<file path="src/rtl/bus_control_sequencer_if.sv">
// CPU-side bus of the PIC bus control sequencer: raw strobes, address, write data and read-back pads.
interface bus_control_sequencer_if #(
  parameter int DATA_WIDTH = 8
);
  logic                  CS_bar;
  logic                  RD_bar;
  logic                  WR_bar;
  logic                  A0;
  logic [DATA_WIDTH-1:0] data_bus_in;
  logic [DATA_WIDTH-1:0] data_bus_out;
  logic                  data_bus_oe;

  modport master (
    output CS_bar, RD_bar, WR_bar, A0, data_bus_in,
    input  data_bus_out, data_bus_oe
  );

  modport slave (
    input  CS_bar, RD_bar, WR_bar, A0, data_bus_in,
    output data_bus_out, data_bus_oe
  );
endinterface

</file>
<file path="src/rtl/bus_control_sequencer.sv">
// PIC bus control: synchronises CPU strobes, runs ICW1..ICW4 init FSM, emits one-cycle ICW/OCW strobes.
// Optional macro BUS_CTRL_ACCESS_ERR_EN adds err_pulse/err_sticky reporting of ignored writes.
module bus_control_sequencer #(
  parameter int DATA_WIDTH  = 8,
  parameter int SYNC_STAGES = 2
) (
  input  logic                  clk,
  input  logic                  reset,
  bus_control_sequencer_if.slave bus,
  input  logic [DATA_WIDTH-1:0] read_data_in,
  output logic [DATA_WIDTH-1:0] write_data,
  output logic                  icw_1,
  output logic                  icw_2,
  output logic                  icw_3,
  output logic                  icw_4,
  output logic                  ocw_1,
  output logic                  ocw_2,
  output logic                  ocw_3,
  output logic                  ic4,
  output logic                  sngl,
  output logic                  init_done,
  output logic                  read
`ifdef BUS_CTRL_ACCESS_ERR_EN
 ,output logic                  err_pulse,
  output logic                  err_sticky
`endif
);

  typedef enum logic [2:0] {UNINIT, WAIT2, WAIT3, WAIT4, READY} state_t;

  state_t     state_q, state_d;
  logic [2:0] sync_p [SYNC_STAGES];
  logic       cs_s, rd_s, wr_s;
  logic       wr_act, wr_act_p1, commit;
  logic       a0_q;
  logic [6:0] strb_q, strb_d;
  logic       ic4_d, sngl_d;
  logic       is_icw1, is_ocw2, is_a1;

  // Stage 0: strobe synchronisers, idle (deasserted) out of reset
  always_ff @(posedge clk or posedge reset) begin
    if (reset) begin
      for (int i = 0; i < SYNC_STAGES; i++) sync_p[i] <= 3'b111;
    end else begin
      sync_p[0] <= {bus.CS_bar, bus.RD_bar, bus.WR_bar};
      for (int i = 1; i < SYNC_STAGES; i++) sync_p[i] <= sync_p[i-1];
    end
  end

  assign {cs_s, rd_s, wr_s} = sync_p[SYNC_STAGES-1];
  assign wr_act = ~cs_s & ~wr_s;
  assign commit = wr_act_p1 & ~wr_act;

  // Stage 1: capture data/address while the write is active, remember activity for edge detect
  always_ff @(posedge clk or posedge reset) begin
    if (reset) begin
      wr_act_p1  <= 1'b0;
      write_data <= '0;
      a0_q       <= 1'b0;
    end else begin
      wr_act_p1 <= wr_act;
      if (wr_act) begin
        write_data <= bus.data_bus_in;
        a0_q       <= bus.A0;
      end
    end
  end

  assign is_icw1 = ~a0_q & write_data[4];
  assign is_ocw2 = ~a0_q & ~write_data[4] & ~write_data[3];
  assign is_a1   = a0_q;

  // Strobe vector order: {icw_1, icw_2, icw_3, icw_4, ocw_1, ocw_2, ocw_3}
  always_comb begin
    state_d = state_q;
    strb_d  = '0;
    ic4_d   = ic4;
    sngl_d  = sngl;
    if (commit) begin
      if (is_icw1) begin
        strb_d[6] = 1'b1;
        ic4_d     = write_data[0];
        sngl_d    = write_data[1];
        state_d   = WAIT2;
      end else begin
        unique case (state_q)
          WAIT2: if (is_a1) begin
            strb_d[5] = 1'b1;
            state_d   = !sngl ? WAIT3 : (ic4 ? WAIT4 : READY);
          end
          WAIT3: if (is_a1) begin
            strb_d[4] = 1'b1;
            state_d   = ic4 ? WAIT4 : READY;
          end
          WAIT4: if (is_a1) begin
            strb_d[3] = 1'b1;
            state_d   = READY;
          end
          READY: begin
            if (is_a1)        strb_d[2] = 1'b1;
            else if (is_ocw2) strb_d[1] = 1'b1;
            else              strb_d[0] = 1'b1;
          end
          default: ;
        endcase
      end
    end
  end

  // Stage 2: FSM state, registered strobes and latched ICW1 mode bits
  always_ff @(posedge clk or posedge reset) begin
    if (reset) begin
      state_q <= UNINIT;
      strb_q  <= '0;
      ic4     <= 1'b0;
      sngl    <= 1'b0;
    end else begin
      state_q <= state_d;
      strb_q  <= strb_d;
      ic4     <= ic4_d;
      sngl    <= sngl_d;
    end
  end

  assign {icw_1, icw_2, icw_3, icw_4, ocw_1, ocw_2, ocw_3} = strb_q;
  assign init_done = (state_q == READY);

  // A simultaneous write masks the read so the pads never fight the CPU
  assign read             = ~cs_s & ~rd_s & ~wr_act;
  assign bus.data_bus_oe  = read;
  assign bus.data_bus_out = read ? read_data_in : '0;

`ifdef BUS_CTRL_ACCESS_ERR_EN
  logic ignored;
  assign ignored = commit & ~(|strb_d);

  always_ff @(posedge clk or posedge reset) begin
    if (reset) begin
      err_pulse  <= 1'b0;
      err_sticky <= 1'b0;
    end else begin
      err_pulse <= ignored;
      if (strb_d[6])    err_sticky <= 1'b0;
      else if (ignored) err_sticky <= 1'b1;
    end
  end
`endif

endmodule
</file>
<file path="src/flat_wrapper.sv">
// flat-port wrapper written by rule: the top's interface ports become plain ports
module bus_control_sequencer_flat 
#(
  parameter int DATA_WIDTH  = 8,
  parameter int SYNC_STAGES = 2
)
  (clk, reset, read_data_in, write_data, icw_1, icw_2, icw_3, icw_4, ocw_1, ocw_2, ocw_3, ic4, sngl, init_done, read, bus_CS_bar, bus_RD_bar, bus_WR_bar, bus_A0, bus_data_bus_in, bus_data_bus_out, bus_data_bus_oe);
  bus_control_sequencer_if #(.DATA_WIDTH(DATA_WIDTH)) bus_i ();
  input  logic clk;
  input  logic reset;
  input  logic [DATA_WIDTH-1:0] read_data_in;
  output logic [DATA_WIDTH-1:0] write_data;
  output logic icw_1;
  output logic icw_2;
  output logic icw_3;
  output logic icw_4;
  output logic ocw_1;
  output logic ocw_2;
  output logic ocw_3;
  output logic ic4;
  output logic sngl;
  output logic init_done;
  output logic read;
  input wire logic [$bits(bus_i.CS_bar)-1:0] bus_CS_bar;
  input wire logic [$bits(bus_i.RD_bar)-1:0] bus_RD_bar;
  input wire logic [$bits(bus_i.WR_bar)-1:0] bus_WR_bar;
  input wire logic [$bits(bus_i.A0)-1:0] bus_A0;
  input wire logic [$bits(bus_i.data_bus_in)-1:0] bus_data_bus_in;
  output wire logic [$bits(bus_i.data_bus_out)-1:0] bus_data_bus_out;
  output wire logic [$bits(bus_i.data_bus_oe)-1:0] bus_data_bus_oe;
  assign bus_i.CS_bar = bus_CS_bar;
  assign bus_i.RD_bar = bus_RD_bar;
  assign bus_i.WR_bar = bus_WR_bar;
  assign bus_i.A0 = bus_A0;
  assign bus_i.data_bus_in = bus_data_bus_in;
  assign bus_data_bus_out = bus_i.data_bus_out;
  assign bus_data_bus_oe = bus_i.data_bus_oe;
  bus_control_sequencer #(.DATA_WIDTH(DATA_WIDTH), .SYNC_STAGES(SYNC_STAGES)) u_core (.clk(clk), .reset(reset), .bus(bus_i), .read_data_in(read_data_in), .write_data(write_data), .icw_1(icw_1), .icw_2(icw_2), .icw_3(icw_3), .icw_4(icw_4), .ocw_1(ocw_1), .ocw_2(ocw_2), .ocw_3(ocw_3), .ic4(ic4), .sngl(sngl), .init_done(init_done), .read(read));
endmodule
</file>
<file path="config.mk">
export PLATFORM = sky130hd
export DESIGN_NAME = bus_control_sequencer_flat
export DESIGN_NICKNAME = d
export VERILOG_FILES = /design/src/rtl/bus_control_sequencer_if.sv /design/src/rtl/bus_control_sequencer.sv /design/src/flat_wrapper.sv
export SDC_FILE = /design/constraint.sdc
export NUM_CORES = 1
export LEC_CHECK = 0
export CAP_MARGIN = 10
export CORE_ASPECT_RATIO = 1.75
export CORE_MARGIN = 1
export CORE_UTILIZATION = 40
export DETAILED_ROUTE_END_ITERATION = 7
export PLACE_DENSITY_LB_ADDON = 0.3
export SYNTH_ARGS = -nofsm -noshare
export SYNTH_HDL_FRONTEND = slang
export SYNTH_SLANG_ARGS = --single-unit
</file>
<file path="constraint.sdc">
create_clock -name clk -period 2.1 [get_ports clk]
set_input_delay 0.63 -clock clk [delete_from_list [all_inputs] [get_ports clk]]
set_output_delay 0.63 -clock clk [all_outputs]
set_load 0.02 [all_outputs]
</file>
Word level (Yosys, flattened, before mapping)

Index checks and enable logic that the tools add are counted.

Output and inout bits: 28
Input bits: 22
Register bits: 28

Reductions and logical operators: 3
Bitwise operators: 14
Equal/unequal tests: 7
Mux-type cells: 19

Operators with widths:

| cell               | number |
|---|---|
| $mux 3             | 7 |
| $ne 3x1->1 const B | 3 |
| $pmux 3 s3         | 1 |
| $mux 8             | 1 |
| $and 1x1->1        | 7 |
| $mux 1             | 7 |
| $mux 7             | 1 |
| $not 1->1          | 7 |
| $eq 3x2->1 const B | 2 |
| $mux 6             | 1 |
| $reduce_and 5->1   | 1 |
| $reduce_bool 4->1  | 1 |
| $eq 3x1->1 const B | 1 |
| $eq 3x3->1 const B | 1 |
| $mux 2             | 1 |
| $reduce_and 2->1   | 1 |

Logic depth before layout (Yosys ltp)

Depth after elaboration: 8
Depth in mapped cells: 4
Mapped depth without buffers: 4

Least setup slack after synthesis

OpenSTA, ideal clock, no wires.

Path type: reg2out
From: register u_core.sync_p[0] (netlist name)
To: output bus_data_bus_out[0]
Required time: 1.470 ns
Data arrival time: 1.715 ns
Stages on the path, launching flop included: 3
Path slack: -0.245 ns
Path through: dfstp_2 -> nor3b_1 -> and2_1

Cells in the longest elaborated chain, start to end: 5

Ends and longest elaborated chain:

| what                | RTL line                     | RTL |
|---|---|---|
| start, declared     | bus_control_sequencer.sv:32  | `logic [2:0] sync_p [SYNC_STAGES];` |
| $not 1->1           | bus_control_sequencer.sv:51  | `assign wr_act = ~cs_s & ~wr_s;` |
| $and 1x1->1         | bus_control_sequencer.sv:51  |  |
| $not 1->1           | bus_control_sequencer.sv:129 | `assign read = ~cs_s & ~rd_s & ~wr_act;` |
| $and 1x1->1         | bus_control_sequencer.sv:129 |  |
| net bus_data_bus_oe | flat_wrapper.sv:30           | `output wire logic [$bits(bus_i.data_bus_oe)-1:0] bus_data_bus_oe;` |
| $mux 8              | bus_control_sequencer.sv:131 | `assign bus.data_bus_out = read ? read_data_in : '0;` |
| end, declared       | flat_wrapper.sv:29           | `output wire logic [$bits(bus_i.data_bus_out)-1:0] bus_data_bus_out;` |

The timed path passes the listed nets, and every way through them passes these cells.

Worst setup path after layout

From: register u_core.sync_p[0] (netlist name)
To: output bus_data_bus_out[0]

Cells in the longest elaborated chain, start to end: 5

Ends and longest elaborated chain:

| what        | RTL line |
|---|---|
| $not 1->1   | bus_control_sequencer.sv:51 |
| $and 1x1->1 | bus_control_sequencer.sv:51 |
| $not 1->1   | bus_control_sequencer.sv:129 |
| $and 1x1->1 | bus_control_sequencer.sv:129 |
| $mux 8      | bus_control_sequencer.sv:131 |

No other way between the ends.

==> impl_metrics.tcl <==
set metrics [dict create \
    place_inst 157 \
    synth_warnings 0 \
    cts_buffers 3 \
    hold_buffers 0 \
    grt_usage_pct 17.4 \
    dp_hpwl_microns 1660 \
    cp.arrival_ns 1.43 \
    critical_path.endpoint_type "output pin" \
    synth.avg_cell_area_sq_um 13.5 \
    cts.clk_slew.worst_paths_ns 0.09 \
    slew_headroom_pct 63.5 \
    drt.antenna.violating_nets 0 \
    finalNetCount 159 \
    setup_viol_count_final 0 \
    grt_setup_unrepaired "yes" \
    sequential_area_share_after_synthesis_pct 65.7 \
    share_of_layout_cells_above_drive_strength_1_pct 30.1 \
    stdcell_count 162 \
    floorplan.initialDensity_pct 42.8 \
    layout.cells.most_common "sky130_fd_sc_hd__clkdlybuf4s50_1" \
    fin_worst_skew_ns 0.00446 \
    buffer_ports.inserted 49 \
    outcome "finished clean" \
    worstReg2RegStart "u_core.sync_p[0]" \
    tightest_slew_ns 0.546 \
    antenna-diode-count 0 \
    syn_nets 102 \
    timing.final.crit_period_ns 2.06 \
    timing.hold.worst_path_depth 0 \
    critical_path.startpoint_type "flop" \
    max_freq_mhz 486 \
    first_iter_violations 25 \
    power_density_mw_per_mm2 864 \
    postSynthRegisterBits 28 \
    detailedRoute.firstPassIterationCount 4 \
    grt_overflow 0 \
    fin_crit_sh_pct 98.0 \
    number_of_antenna_violations_at_the_first_check_in_global_routing 0 \
    total_number_of_h_tree_levels 1 \
    ir_drop_v 0.000597 \
    grt_first_pass_wirelength_microns 3540 \
    dr_total_vias 820 \
    placeableCoreArea_sq_mm 0.00252 \
    max_cap_viol_count 0 \
    ys_types 23 \
    r2r_cells 5 \
    r2r_setup_slack_ns 0.40 \
    insertion_delay_ns 0.26 \
    whs_endpoint "u_core.rd_s" \
    placement_rows 24 \
    layout.cells.most_common_list "38 x sky130_fd_sc_hd__clkdlybuf4s50_1, 22 x sky130_fd_sc_hd__dfrtp_1, 11 x sky130_fd_sc_hd__mux2_2" \
    detail_route.vias_per_cell 5.06 \
    worstSetupPathType "flop to output pin" \
    post-route-drc-count 0 \
    min-delay-start "u_core.sync_p[4]" \
    ios 50 \
    finalHoldViolations 0 \
    detail_route.wl_per_cell_microns 13.4 \
    flow.area_growth_from_synthesis_pct 55.6 \
    die_area_sq_mm 0.00292 \
    die_height_microns 70.7 \
    number_of_slew_limit_violations_in_the_final_report 0 \
    clk_path_buf_depth 2 \
    netlist_area_sq_mm 0.00108 \
    synth_cells 80 \
    rr_endpoint "u_core.sngl" \
    p_leak_nw 0.768 \
    path_type_of_the_worst_min_delay_path "flop to flop" \
    critical_path_required_ns 1.47 \
    grt_max_degree 29 \
    drt-total-wl_microns 2180 \
    globalplace.congestion 0.744 \
    share_of_the_core_filled_with_cells_pct 66.5 \
    ctsRootBufferMaster "sky130_fd_sc_hd__clkbuf_8" \
    tritoncts_clock_tree "yes" \
    first_global_vias 848 \
    number_of_clock_sinks_seen_by_cts 28 \
    chipWidth_microns 41.3 \
    crit_path_max_fanout 6 \
]
==> state kept, by name, indices dropped and copies added, names as in the netlist <==
register	flops
u_core.sync_p	4
u_core.wr_act_p1	1
u_core.ic4	1
u_core.strb_q	7
u_core.cs_s	1
u_core.write_data	8
u_core.state_q	3
u_core.sngl	1
u_core.a0_q	1
u_core.rd_s	1
==> cells by family (layout without fill, tap and decap cells) <==
logic type / after synthesis / after routing / share of synthesized area, %
AO/OA/AOI/OAI: 6 / 6 / 4.29
buffers and inverters: 7 / 63 / 2.90
flip-flops: 28 / 28 / 65.7
multiplexers: 12 / 12 / 12.4
AND/OR/NAND/NOR: 27 / 27 / 14.7
==> synth_stat cells <==
master / n / area, sq um
sky130_fd_sc_hd__nor3b_1: 2 / 15.0
sky130_fd_sc_hd__nor2_1: 5 / 18.8
sky130_fd_sc_hd__and2_1: 8 / 50.1
sky130_fd_sc_hd__o211ai_1: 1 / 7.51
sky130_fd_sc_hd__a22o_1: 1 / 8.76
sky130_fd_sc_hd__mux2i_1: 1 / 10.0
sky130_fd_sc_hd__dfrtp_1: 22 / 551
sky130_fd_sc_hd__or4b_4: 1 / 13.8
sky130_fd_sc_hd__buf_2: 1 / 5.00
sky130_fd_sc_hd__a22oi_1: 1 / 7.51
sky130_fd_sc_hd__buf_4: 1 / 7.51
sky130_fd_sc_hd__o21ai_0: 1 / 5.00
sky130_fd_sc_hd__nor4_1: 1 / 6.26
sky130_fd_sc_hd__inv_1: 5 / 18.8
sky130_fd_sc_hd__dfstp_2: 6 / 158
sky130_fd_sc_hd__o21a_1: 1 / 7.51
sky130_fd_sc_hd__nor4bb_1: 1 / 10.0
sky130_fd_sc_hd__a32o_1: 1 / 10.0
sky130_fd_sc_hd__mux2_2: 11 / 124
sky130_fd_sc_hd__nor3_1: 2 / 10.0
sky130_fd_sc_hd__nand2_1: 5 / 18.8
sky130_fd_sc_hd__or2b_1: 1 / 7.51
sky130_fd_sc_hd__nor4b_1: 1 / 8.76
==> layout make-up <==
class	instances	area (sq um)
Fill cell	222	845
Clock buffer	4	55.1
Multi-Input combinational cell	45	354
Sequential cell	28	708
Inverter	5	18.8
Tap cell	26	32.5
Timing Repair Buffer	54	509
==> worst max path at each step <==
stage	from	end	slack (ns)	depth (start not counted)
finish	u_core.sync_p[0]	bus_data_bus_out[0]	0.04	5
global placement	read_data_in[3]	bus_data_bus_out[3]	-0.32	3
detailed placement	read_data_in[3]	bus_data_bus_out[3]	-0.33	3
floorplan	u_core.sync_p[0]	bus_data_bus_out[0]	0.13	2
global route	u_core.sync_p[0]	bus_data_bus_out[0]	-0.03	5
CTS	u_core.sync_p[0]	bus_data_bus_out[3]	-0.003	4
==> critical path: stages, from the launching register on <==
cell and delay, ns:
sky130_fd_sc_hd__dfstp_2 0.53, sky130_fd_sc_hd__nor3b_2 0.14, sky130_fd_sc_hd__buf_4 0.15, sky130_fd_sc_hd__buf_6 0.11, sky130_fd_sc_hd__and2_4 0.13, sky130_fd_sc_hd__buf_6 0.11
==> layer usage <==
layer / share of wire, % / track usage, % / vias to the layer above / wire length, microns
met3: 7.9 / 3.45 / 2 / 172
met5: 0 / 0 / - / 0
met4: 1.0 / 5.38 / 0 / 22
met2: 54 / 31.1 / 40 / 1180
li1: - / - / 381 / -
met1: 37 / 18.9 / 397 / 804
==> power breakdown <==
group          internal, mW  switching (mW)  total [mW]
Sequential            0.626          0.0731       0.699
Clock                 0.167           0.151       0.318
Combinational         0.227           0.205       0.433
Total                  1.02           0.429        1.45
==> repair_timing <==
action	4_1_cts	5_1_grt
endpoints found under the setup margin	11	8
gates resized for setup	40	11
setup buffers	1	0
pin swaps	0	2
==> through the flow <==
| step | setup WS, ns | power (mW) | TNS, ns | hold slack (ns) | cell area (sq um) |
|---|---|---|---|---|---|
| after floorplan | 0.134 | 0.944 | 0 | 0.345 | 1080 |
| after global placement | -0.325 | 1.13 | -2.50 | 0.347 | 1620 |
| after detailed placement | -0.332 | 1.15 | -2.56 | 0.348 | 1620 |
| after CTS | -0.00329 | 1.46 | -0.00329 | 0.361 | 1680 |
| after global routing | -0.0267 | 1.53 | -0.0987 | 0.366 | 1680 |
| final | 0.0426 | 1.45 | 0 | 0.360 | 1680 |
(Power assumes the default switching activity.)
==> patch 1 (config.mk and constraints unchanged) <==
`SYNC_STAGES` is set to 2 in 2 places; all go to 4.
--- a/src/rtl/bus_control_sequencer.sv
+++ b/src/rtl/bus_control_sequencer.sv
@@ -3,5 +3,5 @@
 module bus_control_sequencer #(
   parameter int DATA_WIDTH  = 8,
-  parameter int SYNC_STAGES = 2
+  parameter int SYNC_STAGES = 4
 ) (
   input  logic                  clk,
--- a/src/flat_wrapper.sv
+++ b/src/flat_wrapper.sv
@@ -3,5 +3,5 @@
 #(
   parameter int DATA_WIDTH  = 8,
-  parameter int SYNC_STAGES = 2
+  parameter int SYNC_STAGES = 4
 )
   (clk, reset, read_data_in, write_data, icw_1, icw_2, icw_3, icw_4, ocw_1, ocw_2, ocw_3, ic4, sngl, init_done, read, bus_CS_bar, bus_RD_bar, bus_WR_bar, bus_A0, bus_data_bus_in, bus_data_bus_out, bus_data_bus_oe);
Check against the original RTL: not equivalent (a bounded check fails within 4 cycles, from zero or initial values and one cycle with reset high).
==> patch 1 against the unedited design <==
Final cell count increased by 18%; power increased by 23%; final area increased by 13%; die area increased by 16%; wire length increased by 2.9%; sequential cell count increased by 6; area after synthesis increased by 16%; setup slack improved by 0.023 ns; largest cell class unchanged.
==> patch 1: results (changes against the unedited design) <==
metric,value,unit,change
ys_seq_area_share,69.0,%,+3.3 points
placedCellCount,183,,+17%
clock_skew,0.00190,ns,-0.00256 ns
grt_max_degree,35,,+21%
use_met2,25.3,%,-5.8 points
drive_gt1_share,30.2,%,+0.054 points
synth_common_cells,"dfrtp_1 (22), dfstp_2 (12), and2_1 (9), mux2_2 (9), nand2_1 (7)",,
p_seq_share,44.8,%,-3.4 points
drtIter0Drc,19,,-24%
grt_util_all_layers,15.4,%,-2.0 points
cts_buffers,5,,+2
clock_latency,0.28,ns,+0.02 ns
hold_end,u_core.sync_p[7],,
crit_fanout,10,,+4
critical_path_arrival,1.40,ns,-0.03 ns
hold_ws,0.356,ns,-0.00427 ns
ir_drop,737,uV,+23%
p_total,1.79,mW,+23%
wl_met1,749,um,-6.8%
via_per_inst,4.62,,-8.7%
wire_per_inst,11.7,um,-13%
switchingPower,0.485,mW,+13%
dp_hpwl,1.68,mm,+1.1%
finalCriticalPeriod,2.03,ns,-0.0227 ns
status,completed,,
clk_pin_slew,0.06,ns,-0.03 ns
worst_r2r_endpoint,u_core.state_q[2],,
grt_pass1_wl,3.79,mm,+7.0%
-- patch 1: cell count changes after synthesis, moves of 2 or more --
cell	delta
nor2b_1	+2
o21ai_0	+2
mux2_2	-2
nor3_1	-2
dfstp_2	+6
and3_1	+2
nand2_1	+2
inv_1	-3
and2b_1	+2
-- patch 1: layout make-up --
type | count | area (sq um)
Fill cell | 239 | 1070
Sequential cell | 34 | 866
Timing Repair Buffer | 54 | 487
Multi-Input combinational cell | 51 | 372
Clock buffer | 8 | 110
Tap cell | 42 | 52.6
Inverter | 2 | 7.51
-- patch 1: critical path, stage by stage (launching register included) --
cell             delay (ns)
dfstp_2                0.52
nor3b_2                0.14
buf_4                  0.16
clkdlybuf4s15_1        0.30
-- patch 1: cell families after synthesis --
logic type             synth area share, %
AOI/OAI and AO/OA                     5.48
buffers and inverters                 1.79
DFF                                   69.0
muxes                                 9.77
and+or+nand+nor                       14.0
-- patch 1: timing repair --
action,in CTS,in global routing
pin swaps,0,0
setup endpoints to repair,11,2
resized for setup,35,2
==> patch 2 (same settings) <==
Without the edit above. Re-encode `state_t` (5 states) as one-hot, 5 bits wide.
--- a/src/rtl/bus_control_sequencer.sv
+++ b/src/rtl/bus_control_sequencer.sv
@@ -27,5 +27,5 @@
 );
 
-  typedef enum logic [2:0] {UNINIT, WAIT2, WAIT3, WAIT4, READY} state_t;
+  typedef enum logic [4:0] {UNINIT = 5'b00001, WAIT2 = 5'b00010, WAIT3 = 5'b00100, WAIT4 = 5'b01000, READY = 5'b10000} state_t;
 
   state_t     state_q, state_d;
Check against the original RTL: no difference found for any inputs over 10 cycles, from zero or initial values and one cycle with reset high; not proved beyond that.
==> patch 2 against the unedited design <==
Wire length is 22% higher; sequential cell count grew 2; final cell count is 17% higher; power grew 26%; area after synthesis grew 12%; setup slack got worse by 0.0088 ns; the run now ends with design-rule violations left; final area rose by 15%; fmax fell by 0.43%; clock skew up 0.0021 ns.
==> patch 2: results (changes against the unedited design) <==
metric,value,unit,change
status,"finished, violations left",,
violations,design-rule violations,,
port_buffers,49,,unchanged
wl_met1,892,um,+11%
grt_pass1_vias,968,,+14%
top_regs,"u_core.write_data: 8 flops, u_core.strb_q: 7 flops, u_core.state_q: 5 flops",,
grt_util_met1,15.7,%,-3.2 points
met3_length,198,um,+15%
clock_latency,0.28,ns,+0.02 ns
route.top_layer_used,met4,,
h-tree-depth,2,,+1
drive_gt1_share,36.6,%,+6.5 points
diodes,0,,unchanged
hp-class,flip-flop to flip-flop,,
use_met3,6.31,%,+2.9 points
drc,16,,+16
cts_buffers,5,,+2
critical_path_arrival,1.44,ns,
grt_max_degree,31,,+6.9%
dp_hpwl,1.91,mm,+15%
grt_util_all_layers,18.3,%,+0.89 points
grt_pass1_wl,4.18,mm,+18%
cpMaxStageDelayCell,dfstp_2,,
ir_drop,771,uV,+29%
clock_skew,0.00657,ns,+0.00210 ns
use_met2,33.5,%,+2.4 points
dr.pass1.iters,6,,+2
clk_pin_slew,0.06,ns,-0.03 ns
synth_cell_types,29,,+26%
dr_wl_met2,1.48,mm,+26%
antenna_found_initial,0,,unchanged
ys_seq_area_share,63.1,%,-2.6 points
syn_nets,117,,+15%
slew-limit-headroom,66.2,%,+2.8 points
gp_congestion,0.795,,+6.8%
finish.net_count,182,,+14%
synthTopCellsByArea,"dfrtp_1 (48%), dfstp_2 (15%), mux2_2 (10%), and2_1 (4.7%), nor2_1 (1.9%)",,
cp_top_family,flip-flops,,
synth_common_cells,"dfrtp_1 (23), mux2_2 (11), and2_1 (9)",,
p_leak,0.843,nW,+9.8%
drtIter0Drc,64,,+160%
via_per_inst,5.19,,+2.4%
wire_per_inst,14.0,um,+4.4%
yosysWarnings,0,,unchanged
cts_num_sinks,30,,+7.1%
cts_root_buf,clkbuf_8,,
-- patch 2: logic make-up after synthesis --
group                  Yosys count  synth area share (%)
flip-flops                      30                  63.1
multiplexers                    11                  10.3
AO/OA/AOI/OAI                   12                  6.97
buffers and inverters            6                  2.81
XOR/XNOR                         1                 0.728
AND/OR/NAND/NOR                 35                  16.1
-- patch 2: where the power goes --
| group | internal (mW) | switching, mW |
|---|---|---|
| clock network | 0.264 | 0.205 |
| registers | 0.676 | 0.0772 |
| logic | 0.311 | 0.296 |
-- patch 2: metrics by stage --
stage               setup slack (ns)  cell area, sq um  cells  setup TNS [ns]  power, mW
detailed placement            -0.351              1780    179           -2.57       1.35
global placement              -0.322              1780    179           -2.49       1.32
finish                        0.0338              1920    189               0       1.83
global route                 -0.0324              1920    189          -0.212       1.92
floorplan                      0.113              1210     95               0       1.10
CTS                         -0.00347              1860    189        -0.00347       1.83
-- patch 2: final timing paths --
path	from	depth (start not counted)	end	slack [ns]
hold reg to reg	u_core.sync_p[5]	0	u_core.cs_s	0.35
setup reg to reg	u_core.state_q[2]	5	u_core.state_q[2]	0.50
hold / removal	u_core.sync_p[5]	0	u_core.cs_s	0.35
max in group asynchronous	reset	3	u_core.sync_p[5]	1.07
min in group asynchronous	reset	3	u_core.write_data[3]	0.71
setup / recovery	u_core.sync_p[0]	5	bus_data_bus_out[0]	0.03
-- patch 2: cell type report --
type	count	area [sq um]
Fill cell	230	973
Sequential cell	30	759
Inverter	4	15.0
Clock buffer	7	86.3
Tap cell	28	35.0
Multi-Input combinational cell	59	442
Clock inverter	1	5.00
Timing Repair Buffer	60	579
-- patch 2: what timing repair did --
action	in CTS	in global routing
resized for setup	44	23
hold endpoints to repair	0	0
setup buffers	2	0
endpoints found under the setup margin	11	10
pin swaps	0	7
gates cloned	0	0
